$ cat src/rtl/npu_cmd_ctrl_if.sv
// Bundles the SPI-side command fields and the NPU core port of npu_cmd_ctrl.
// The slave modport belongs to the controller; the master modport drives it.
interface npu_cmd_ctrl_if #(
  parameter int TILE_DIM = 8,
  parameter int DATA_W   = 8
);
  localparam int IDX_W = $clog2(TILE_DIM);

  // SPI slave side
  logic [7:0]         cmd;
  logic [IDX_W-1:0]   tile_i;
  logic [IDX_W-1:0]   tile_j;
  logic [2:0]         op_code;
  logic [DATA_W-1:0]  data_in;
  logic               valid;
  logic [DATA_W-1:0]  data_out;
  logic               busy;

  // NPU core side
  logic               core_start;
  logic [2:0]         core_op;
  logic               core_done;
  logic [2*IDX_W-1:0] core_addr;
  logic [DATA_W-1:0]  core_rdata;
  logic               core_we;
  logic [DATA_W-1:0]  core_wdata;

  modport slave (
    input  cmd, tile_i, tile_j, op_code, data_in, valid,
    input  core_done, core_addr, core_we, core_wdata,
    output data_out, busy, core_start, core_op, core_rdata
  );

  modport master (
    output cmd, tile_i, tile_j, op_code, data_in, valid,
    output core_done, core_addr, core_we, core_wdata,
    input  data_out, busy, core_start, core_op, core_rdata
  );
endinterface

$ cat src/rtl/npu_cmd_ctrl.sv
// Command controller between the SPI slave and the NPU core: executes one
// command per SPI frame against an 8x8 tile buffer and sequences core ops.
module npu_cmd_ctrl #(
  parameter int TILE_DIM = 8,
  parameter int DATA_W   = 8,
  parameter int TIMEOUT  = 1024
) (
  input logic            clk,
  input logic            rst,
  npu_cmd_ctrl_if.slave  bus
);
  localparam int IDX_W  = $clog2(TILE_DIM);
  localparam int ADDR_W = 2 * IDX_W;
  localparam int DEPTH  = TILE_DIM * TILE_DIM;
  localparam int CNT_W  = $clog2(TIMEOUT);

  localparam logic [7:0] CMD_WRITE  = 8'h01;
  localparam logic [7:0] CMD_READ   = 8'h02;
  localparam logic [7:0] CMD_START  = 8'h03;
  localparam logic [7:0] CMD_STATUS = 8'h04;

  typedef enum logic [1:0] {IDLE, EXEC, WAIT_DONE} state_t;

  state_t              state_q, state_d;
  logic                valid_q, valid_d;
  logic [7:0]          cmd_q, cmd_d;
  logic [ADDR_W-1:0]   addr_q, addr_d;
  logic [2:0]          op_q, op_d;
  logic [DATA_W-1:0]   wdata_q, wdata_d;
  logic                cmd_busy_q, cmd_busy_d;
  logic                pend_q, pend_d;
  logic                busy_q, busy_d;
  logic [CNT_W-1:0]    cnt_q, cnt_d;
  logic                core_start_q, core_start_d;
  logic [2:0]          core_op_q, core_op_d;
  logic [2:0]          last_op_q, last_op_d;
  logic [DATA_W-1:0]   data_out_q, data_out_d;
  logic [DATA_W-1:0]   core_rdata_q, core_rdata_d;
  logic                done_q, done_d;
  logic                err_q, err_d;
  logic                tmo_q, tmo_d;

  logic [DATA_W-1:0]   mem [DEPTH];
  logic                mem_we;
  logic [ADDR_W-1:0]   mem_waddr;
  logic [DATA_W-1:0]   mem_wdata;

  logic frame_end, start_ok, wait_exit;
  logic done_set, err_set, tmo_set, flags_clr;

  assign frame_end = valid_q & ~bus.valid;

  // NOTE: every always_comb output gets a default before any branch, so no
  // path can leave a signal unassigned and infer a latch.
  always_comb begin
    state_d      = state_q;
    valid_d      = bus.valid;
    cmd_d        = cmd_q;
    addr_d       = addr_q;
    op_d         = op_q;
    wdata_d      = wdata_q;
    cmd_busy_d   = cmd_busy_q;
    pend_d       = pend_q;
    busy_d       = busy_q;
    cnt_d        = cnt_q;
    core_start_d = 1'b0;
    core_op_d    = core_op_q;
    last_op_d    = last_op_q;
    data_out_d   = data_out_q;
    core_rdata_d = mem[bus.core_addr];
    mem_we       = 1'b0;
    mem_waddr    = addr_q;
    mem_wdata    = wdata_q;
    start_ok     = 1'b0;
    wait_exit    = 1'b0;
    done_set     = 1'b0;
    err_set      = 1'b0;
    tmo_set      = 1'b0;
    flags_clr    = 1'b0;

    case (state_q)
      IDLE: if (frame_end) state_d = EXEC;

      EXEC: begin
        // cmd_busy_q marks frames that arrived during a core op; they run
        // after it finishes but still obey the busy restrictions.
        case (cmd_q)
          CMD_WRITE:  if (cmd_busy_q) err_set = 1'b1; else mem_we = 1'b1;
          CMD_READ:   data_out_d = mem[addr_q];
          CMD_START:  if (cmd_busy_q) err_set = 1'b1; else start_ok = 1'b1;
          CMD_STATUS: begin
            data_out_d = {busy_q, done_q, err_q, tmo_q, 1'b0, last_op_q};
            flags_clr  = 1'b1;
          end
          default:    err_set = 1'b1;
        endcase
        if (start_ok) begin
          core_start_d = 1'b1;
          core_op_d    = op_q;
          last_op_d    = op_q;
          busy_d       = 1'b1;
          cnt_d        = '0;
          state_d      = WAIT_DONE;
          if (frame_end) pend_d = 1'b1;
        end else begin
          state_d = frame_end ? EXEC : IDLE;
        end
      end

      WAIT_DONE: begin
        if (frame_end) begin
          pend_d = 1'b1;
          if (pend_q) err_set = 1'b1;
        end
        if (bus.core_done) begin
          done_set  = 1'b1;
          wait_exit = 1'b1;
        end else if (cnt_q == CNT_W'(TIMEOUT - 1)) begin
          tmo_set   = 1'b1;
          wait_exit = 1'b1;
        end else begin
          cnt_d = cnt_q + 1'b1;
        end
        if (wait_exit) begin
          busy_d  = 1'b0;
          cnt_d   = '0;
          pend_d  = 1'b0;
          state_d = (pend_q || frame_end) ? EXEC : IDLE;
        end
      end

      default: state_d = IDLE;
    endcase

    if (frame_end) begin
      cmd_d      = bus.cmd;
      addr_d     = {bus.tile_i, bus.tile_j};
      op_d       = bus.op_code;
      wdata_d    = bus.data_in;
      cmd_busy_d = busy_q | start_ok;
    end

    // Core writes only land while busy, and SPI writes only execute when not.
    if (bus.core_we && busy_q) begin
      mem_we    = 1'b1;
      mem_waddr = bus.core_addr;
      mem_wdata = bus.core_wdata;
    end

    done_d = (done_q & ~flags_clr) | done_set;
    err_d  = (err_q  & ~flags_clr) | err_set;
    tmo_d  = (tmo_q  & ~flags_clr) | tmo_set;
  end

  // NOTE: sequential state uses non-blocking assignments so every flop
  // samples its _d value from before the edge, independent of block order.
  always_ff @(posedge clk or posedge rst) begin
    if (rst) begin
      state_q      <= IDLE;
      valid_q      <= 1'b0;
      cmd_q        <= '0;
      addr_q       <= '0;
      op_q         <= '0;
      wdata_q      <= '0;
      cmd_busy_q   <= 1'b0;
      pend_q       <= 1'b0;
      busy_q       <= 1'b0;
      cnt_q        <= '0;
      core_start_q <= 1'b0;
      core_op_q    <= '0;
      last_op_q    <= '0;
      data_out_q   <= '0;
      core_rdata_q <= '0;
      done_q       <= 1'b0;
      err_q        <= 1'b0;
      tmo_q        <= 1'b0;
    end else begin
      state_q      <= state_d;
      valid_q      <= valid_d;
      cmd_q        <= cmd_d;
      addr_q       <= addr_d;
      op_q         <= op_d;
      wdata_q      <= wdata_d;
      cmd_busy_q   <= cmd_busy_d;
      pend_q       <= pend_d;
      busy_q       <= busy_d;
      cnt_q        <= cnt_d;
      core_start_q <= core_start_d;
      core_op_q    <= core_op_d;
      last_op_q    <= last_op_d;
      data_out_q   <= data_out_d;
      core_rdata_q <= core_rdata_d;
      done_q       <= done_d;
      err_q        <= err_d;
      tmo_q        <= tmo_d;
    end
  end

  // NOTE: the tile buffer has no reset so it maps onto plain RAM; its
  // contents are undefined until written.
  always_ff @(posedge clk) begin
    if (mem_we) mem[mem_waddr] <= mem_wdata;
  end

  assign bus.data_out   = data_out_q;
  assign bus.busy       = busy_q;
  assign bus.core_start = core_start_q;
  assign bus.core_op    = core_op_q;
  assign bus.core_rdata = core_rdata_q;
endmodule
$ cat src/flat_wrapper.sv
// flat-port wrapper written by rule: the top's interface ports become plain ports
module npu_cmd_ctrl_flat 
#(
  parameter int TILE_DIM = 8,
  parameter int DATA_W   = 8,
  parameter int TIMEOUT  = 1024
)
  (clk, rst, bus_cmd, bus_tile_i, bus_tile_j, bus_op_code, bus_data_in, bus_valid, bus_core_done, bus_core_addr, bus_core_we, bus_core_wdata, bus_data_out, bus_busy, bus_core_start, bus_core_op, bus_core_rdata);
  npu_cmd_ctrl_if #(.TILE_DIM(TILE_DIM), .DATA_W(DATA_W)) bus_i ();
  input logic clk;
  input logic rst;
  input wire logic [$bits(bus_i.cmd)-1:0] bus_cmd;
  input wire logic [$bits(bus_i.tile_i)-1:0] bus_tile_i;
  input wire logic [$bits(bus_i.tile_j)-1:0] bus_tile_j;
  input wire logic [$bits(bus_i.op_code)-1:0] bus_op_code;
  input wire logic [$bits(bus_i.data_in)-1:0] bus_data_in;
  input wire logic [$bits(bus_i.valid)-1:0] bus_valid;
  input wire logic [$bits(bus_i.core_done)-1:0] bus_core_done;
  input wire logic [$bits(bus_i.core_addr)-1:0] bus_core_addr;
  input wire logic [$bits(bus_i.core_we)-1:0] bus_core_we;
  input wire logic [$bits(bus_i.core_wdata)-1:0] bus_core_wdata;
  output wire logic [$bits(bus_i.data_out)-1:0] bus_data_out;
  output wire logic [$bits(bus_i.busy)-1:0] bus_busy;
  output wire logic [$bits(bus_i.core_start)-1:0] bus_core_start;
  output wire logic [$bits(bus_i.core_op)-1:0] bus_core_op;
  output wire logic [$bits(bus_i.core_rdata)-1:0] bus_core_rdata;
  assign bus_i.cmd = bus_cmd;
  assign bus_i.tile_i = bus_tile_i;
  assign bus_i.tile_j = bus_tile_j;
  assign bus_i.op_code = bus_op_code;
  assign bus_i.data_in = bus_data_in;
  assign bus_i.valid = bus_valid;
  assign bus_i.core_done = bus_core_done;
  assign bus_i.core_addr = bus_core_addr;
  assign bus_i.core_we = bus_core_we;
  assign bus_i.core_wdata = bus_core_wdata;
  assign bus_data_out = bus_i.data_out;
  assign bus_busy = bus_i.busy;
  assign bus_core_start = bus_i.core_start;
  assign bus_core_op = bus_i.core_op;
  assign bus_core_rdata = bus_i.core_rdata;
  npu_cmd_ctrl #(.TILE_DIM(TILE_DIM), .DATA_W(DATA_W), .TIMEOUT(TIMEOUT)) u_core (.clk(clk), .rst(rst), .bus(bus_i));
endmodule
$ cat config.mk
export PLATFORM = sky130hd
export DESIGN_NAME = npu_cmd_ctrl_flat
export DESIGN_NICKNAME = d
export VERILOG_FILES = /design/src/rtl/npu_cmd_ctrl_if.sv /design/src/rtl/npu_cmd_ctrl.sv /design/src/flat_wrapper.sv
export SDC_FILE = /design/constraint.sdc
export NUM_CORES = 1
export LEC_CHECK = 0
export BUFFER_PORTS_ARGS = -buffer_cell sky130_fd_sc_hd__buf_2
export CAP_MARGIN = 10
export CORE_MARGIN = 5
export CORE_UTILIZATION = 60
export DETAILED_ROUTE_END_ITERATION = 16
export PLACE_DENSITY = 0.75
export SETUP_SLACK_MARGIN = 0.4
export SYNTH_ARGS = -nofsm -noshare
export SYNTH_HDL_FRONTEND = slang
export SYNTH_SLANG_ARGS = --single-unit
$ cat constraint.sdc
create_clock -name clk -period 3.9 [get_ports clk]
set_input_delay 0.195 -clock clk [delete_from_list [all_inputs] [get_ports clk]]
set_output_delay 0.195 -clock clk [all_outputs]
set_load 0.02 [all_outputs]
Word level (Yosys, flattened, before mapping)
Memories as Yosys holds them, arrays and structs flattened. A register that Yosys moved wholly into a read port is not among the register bits.
Index checks and enable logic that the tools add are counted.
{ "totals": {"latchBits": 0, "mem_bits_ro": 0, "out_inout_bits": 21, "input_bits": 44, "ram_bits": 512, "elab_cells": 99, "n_memories": 1, "ff_bits": 56} }
{ "memory_table": {"columns": ["memory", "words", "width", "rd", "rd_clocked_by_memory_dff", "wr", "line", "rtl"], "rows": [
  ["u_core.mem", 64, 8, 2, 1, 1, "npu_cmd_ctrl.sv:43", "logic [DATA_W-1:0] mem [DEPTH];"]
]} }
{ "classes": {"shifts": 0, "bitwise_logic": 10, "muxes": 46, "reduce_logical": 13, "eq_ne": 12, "n_mul": 0, "n_addsub": 1, "n_lt_le_gt_ge": 0, "div_mod_pow": 0} }
{ "ops": {"columns": ["op", "n"], "rows": [
  ["2-to-1 mux 10 bit", 4],
  ["2-to-1 mux 1 bit", 30],
  ["one-hot mux 10 bit (2 select lines)", 1],
  ["equality test 8 x 2 -> 1 bit, second input constant", 2],
  ["one-hot mux 8 bit (2 select lines)", 1],
  ["adder 10 x 1 -> 10 bit, second input constant", 1],
  ["equality test 10 bit, second input constant", 1],
  ["equality test 8 x 1 -> 1 bit, second input constant", 1],
  ["equality test 8 x 3 -> 1 bit, second input constant", 1],
  ["2-to-1 mux 8 bit", 1],
  ["one-hot mux 1 bit (2 select lines)", 4],
  ["AND reduction 2 bit", 4],
  ["2-to-1 mux 2 bit", 3],
  ["2-to-1 mux 6 bit", 1],
  ["inequality test 2 x 1 -> 1 bit, second input constant", 3],
  ["one-hot mux 2 bit (3 select lines)", 1],
  ["bitwise AND 1 bit", 4],
  ["bitwise OR 1 bit", 4],
  ["AND reduction 4 bit", 1],
  ["nonzero test 2 bit", 2],
  ["OR reduction 2 bit", 2],
  ["inequality test 3 x 2 -> 1 bit, second input constant", 1],
  ["inequality test 3 bit, second input constant", 1],
  ["AND reduction 3 bit", 1],
  ["6 further kinds", 7]
]} }

Depth between registers and ports, before layout
{ "logic_depth": {"word_depth": 6, "mapped_depth": 9, "mapped_depth_nobuf": 7} }

Least setup slack after synthesis
OpenSTA, ideal clock, no wires.
{ "synth_path": {"path_type": "reg-to-reg", "from": "reg u_core.cmd_q[3]", "to": "mem u_core.mem[28][0], enable pin", "setup_time_ns": 0.371, "required_ns": 3.529, "arrival_ns": 2.303, "stages_incl_launch_ff": 7, "setup_slack_ns": 1.226, "path_cell_list": "dfrtp_1 -> or4_1 -> buf_2 -> or4_4 -> o21ai_4 -> nand2_2 -> nor2_1"} }
{ "synth_between": {"elab_chain_cells": 6} }
{ "synth_rtl": {"columns": ["item", "line", "rtl"], "rows": [
  ["from (decl)", "npu_cmd_ctrl.sv:26", "logic [7:0] cmd_q, cmd_d;"],
  ["from (signal assigned)", "npu_cmd_ctrl.sv:180", "cmd_q <= cmd_d;"],
  ["equality test 8 x 1 -> 1 bit", "npu_cmd_ctrl.sv:87", "case (cmd_q)"],
  ["2-to-1 mux 1 bit", "npu_cmd_ctrl.sv:87", null],
  ["2-to-1 mux 1 bit", "npu_cmd_ctrl.sv:81", "case (state_q)"],
  ["2-to-1 mux 1 bit", "npu_cmd_ctrl.sv:144", "if (bus.core_we && busy_q) begin"],
  ["2-to-1 mux 1 bit", "npu_cmd_ctrl.sv:202", "if (mem_we) mem[mem_waddr] <= mem_wdata;"],
  ["2-to-1 mux 1 bit (not written as such)", "npu_cmd_ctrl.sv:202", null],
  ["to (decl)", "npu_cmd_ctrl.sv:43", null]
]} }
Every way passes these cells.

Worst setup path after layout
{ "layout_path": {"from": "reg u_core.cmd_q[3]", "to": "mem u_core.mem[43][1], enable pin"} }
Same word-level chain as after synthesis.

==> metrics.csv <==
metric;value;unit
netlist_area;26800;sq um
cts_root_buffer;clkbuf_16;
yosysSeqAreaShare;63.3;%
max_freq;311;MHz
start_util;60.6;%
yosysWarnings;0;
peakVddDrop;0.000415;V
hold_path_depth;3;
synth_area_leaders;edfxtp_1 (57%), mux4_2 (24%), dfrtp_1 (6.0%);
synth-xor-area-share;0;%
synthMuxAreaShare;26.0;%
synth_edf_count;512;
reg2reg_depth;5;
synth.distinct_cells;58;
wire_per_inst;33.0;um
drt-initial-drc-count;2430;
portBuffers;64;
cts_hold_buf;28;
clk-insertion-delay-late;0.61;ns
synth_fp_nets;1520;
dominantRegCellSynth;edfxtp_1;
synth-simple-area-share;5.29;%
fin_tns_setup;0;ns
antenna_left;0;
track_usage;30.2;%
yosys.area.top_type_share;57.4;%
postCtsSetupRepairBufs;0;
slowest_stage;or4_1;
placementRows;77;
synthAdderAreaFrac;0.233;%
syn_avg_cell_area;18.2;sq um
fp.coreArea;44200;sq um
place_hpwl;48500;um
maxCapViolCount;0;
hp-class;in -> reg;
critPathArrivalTime;3.46;ns
syn_inst;1471;
worstSetupPathType;reg -> reg;
start_kind;flip-flop;
critPathRequiredTime;4.14;ns
wl;74100;um
dieHeight;221;um
cts_tree;yes;
grt_pass1_vias;16300;
p_leak;10.1;nW
die_x;221;um
grt_pass1_wl;109000;um
power_density;514;nW/um^2
grt_start_max_net_pins;89;
viasPerCell;7.18;
clkTransAtPathRegs;0.06;ns
crit_fanout;8;
relSlewSlack;27.9;%
setup_violations;0;
clock_skew;0.0201;ns
hold_ws;0.0818;ns
drive_above_1_share;33.9;%
hold_viol;0;
syn2layout_area_growth;13.4;%
synth_compound_area_share;3.38;%
cts_resized;0;
drt_first_pass_iters;5;
cts.sinks;576;
finalNetCount;1665;
ys_ff_latch;576;
period_needed;3.22;ns
vias;16200;
synth_top_family_by_area;multiplexers;
ios;65;
period_share;82.5;%
drc;0;
ys_async_sr_fraction;11.1;%
drv_slew;0;
rsz0062_at_grt;false;
slowest_delay;0.69;ns
gp_congestion;0.935;
tightestPinTransition;1.08;ns
diodes;0;
htree_num_levels;2;
die_area;49000;sq um
grt_antenna_before_repair;1;
cts_made_buffers;57;
worstSetupEndpointType;flip-flop;
cts_buffer_depth;3;
overflow;0;
yosysTopAreaCell;edfxtp_1;
cp_cell_sequence;or4_1, or4_4, o22ai_4, nand2_2, nor2_1;
outcome;finished, final reports clean;
final cells by class:
cell class	instances	area, sq um
flip-flops and latches	576	17000
well taps	592	741
repair buffers	184	1410
inverters	10	37.5
multi-input cells	787	9370
fillers	2726	13800
clock buffers	69	1480
clock inverters	31	378
path summary, 6_finish.rpt:
path	end	slack (ns)	startpoint
worst max-delay path	u_core.mem[43][1]$_DFFE_PP_	0.68	u_core.cmd_q[3]$_DFFE_PP0P_
worst min-delay path	u_core.mem[3][1]$_DFFE_PP_	0.08	bus_core_wdata[1]
worst max register to register	u_core.mem[43][1]$_DFFE_PP_	0.68	u_core.cmd_q[3]$_DFFE_PP0P_
worst min register to register	u_core.op_q[1]$_DFFE_PP0P_	0.48	u_core.op_q[1]$_DFFE_PP0P_
max in group asynchronous	u_core.addr_q[0]$_DFFE_PP0P_	2.69	rst
min in group asynchronous	u_core.addr_q[2]$_DFFE_PP0P_	0.31	rst
synth_stat cells (11+ instances only):
master    number
buf_2         28
clkbuf_1      49
mux2i_1       41
nand2_1      153
edfxtp_1     512
mux4_2       287
nor2_1        86
o21ai_0       22
a22oi_1       25
buf_4         11
dfrtp_1       64
a21oi_1       12
nand3_1       25
metrics by stage:
step	setup WS [ns]	utilization [%]	std cells	power, W	area [sq um]
5_1_grt	0.582	68.8	2249	0.0161	30400
6_report	0.684	68.8	2249	0.0156	30400
3_5_place_dp	0.746	63.9	2121	0.0101	28300
2_1_floorplan	1.23	-	1471	0.00912	26800
3_3_place_gp	0.795	63.9	2121	0.0101	28300
4_1_cts	0.733	68.8	2249	0.0156	30400
cell families after synthesis:
group | count (synthesis)
muxes | 336
buffers and inverters | 108
AOI/OAI and AO/OA | 124
and+or+nand+nor | 322
DFF | 576
adders and majority gates | 5
critical path, delay by kind of cell (launching register included):
| kind | cells | cell delay, ns |
|---|---|---|
| simple gates | 4 | 2.23 |
| flops | 1 | 0.38 |
| compound gates | 1 | 0.23 |
layer usage:
layer,track usage (%),up-vias,routed length [um]
met5,0,-,7
met4,10.4,2,3020
met3,7.22,170,8930
met2,47.9,1249,35500
met1,42.2,8344,26700
li1,-,6392,-
cells in the final DEF (no fill, tap or decap), types with 10 or more instances in the layout:
| cell | netlist | routed |
|---|---|---|
| clkinv_1 | 2 | 13 |
| nand2_1 | 153 | 145 |
| clkbuf_16 | 0 | 57 |
| a21oi_1 | 12 | 12 |
| nand3_1 | 25 | 25 |
| clkbuf_1 | 49 | 11 |
| o22ai_1 | 10 | 10 |
| dlygate4sd3_1 | 0 | 28 |
| buf_2 | 28 | 62 |
| mux4_2 | 287 | 287 |
| edfxtp_1 | 512 | 512 |
| nand2_2 | 8 | 16 |
| o21ai_0 | 22 | 22 |
| dfrtp_1 | 64 | 61 |
| buf_4 | 11 | 84 |
| mux2i_1 | 41 | 41 |
| nor2_1 | 86 | 86 |
| a22oi_1 | 25 | 25 |
power by group:
part / leakage (nW) / total (W) / internal (W) / switching [W]
Combinational: 3.81 / 0.00258 / 0.000933 / 0.00165
Sequential: 5.44 / 0.00749 / 0.00729 / 0.000202
Clock: 0.899 / 0.00556 / 0.00328 / 0.00228
Total: 10.1 / 0.0156 / 0.0115 / 0.00414
registers in the layout, summed over array words and instances, names as in the netlist, 2 cells and up:
signal,count
u_core.addr_q,6
u_core.bus.core_op,3
u_core.bus.core_rdata,8
u_core.bus.data_out,8
u_core.cmd_q,8
u_core.cnt_q,10
u_core.mem,512
u_core.op_q,3
u_core.state_q,2
u_core.wdata_q,8
(Power assumes the default switching activity.)
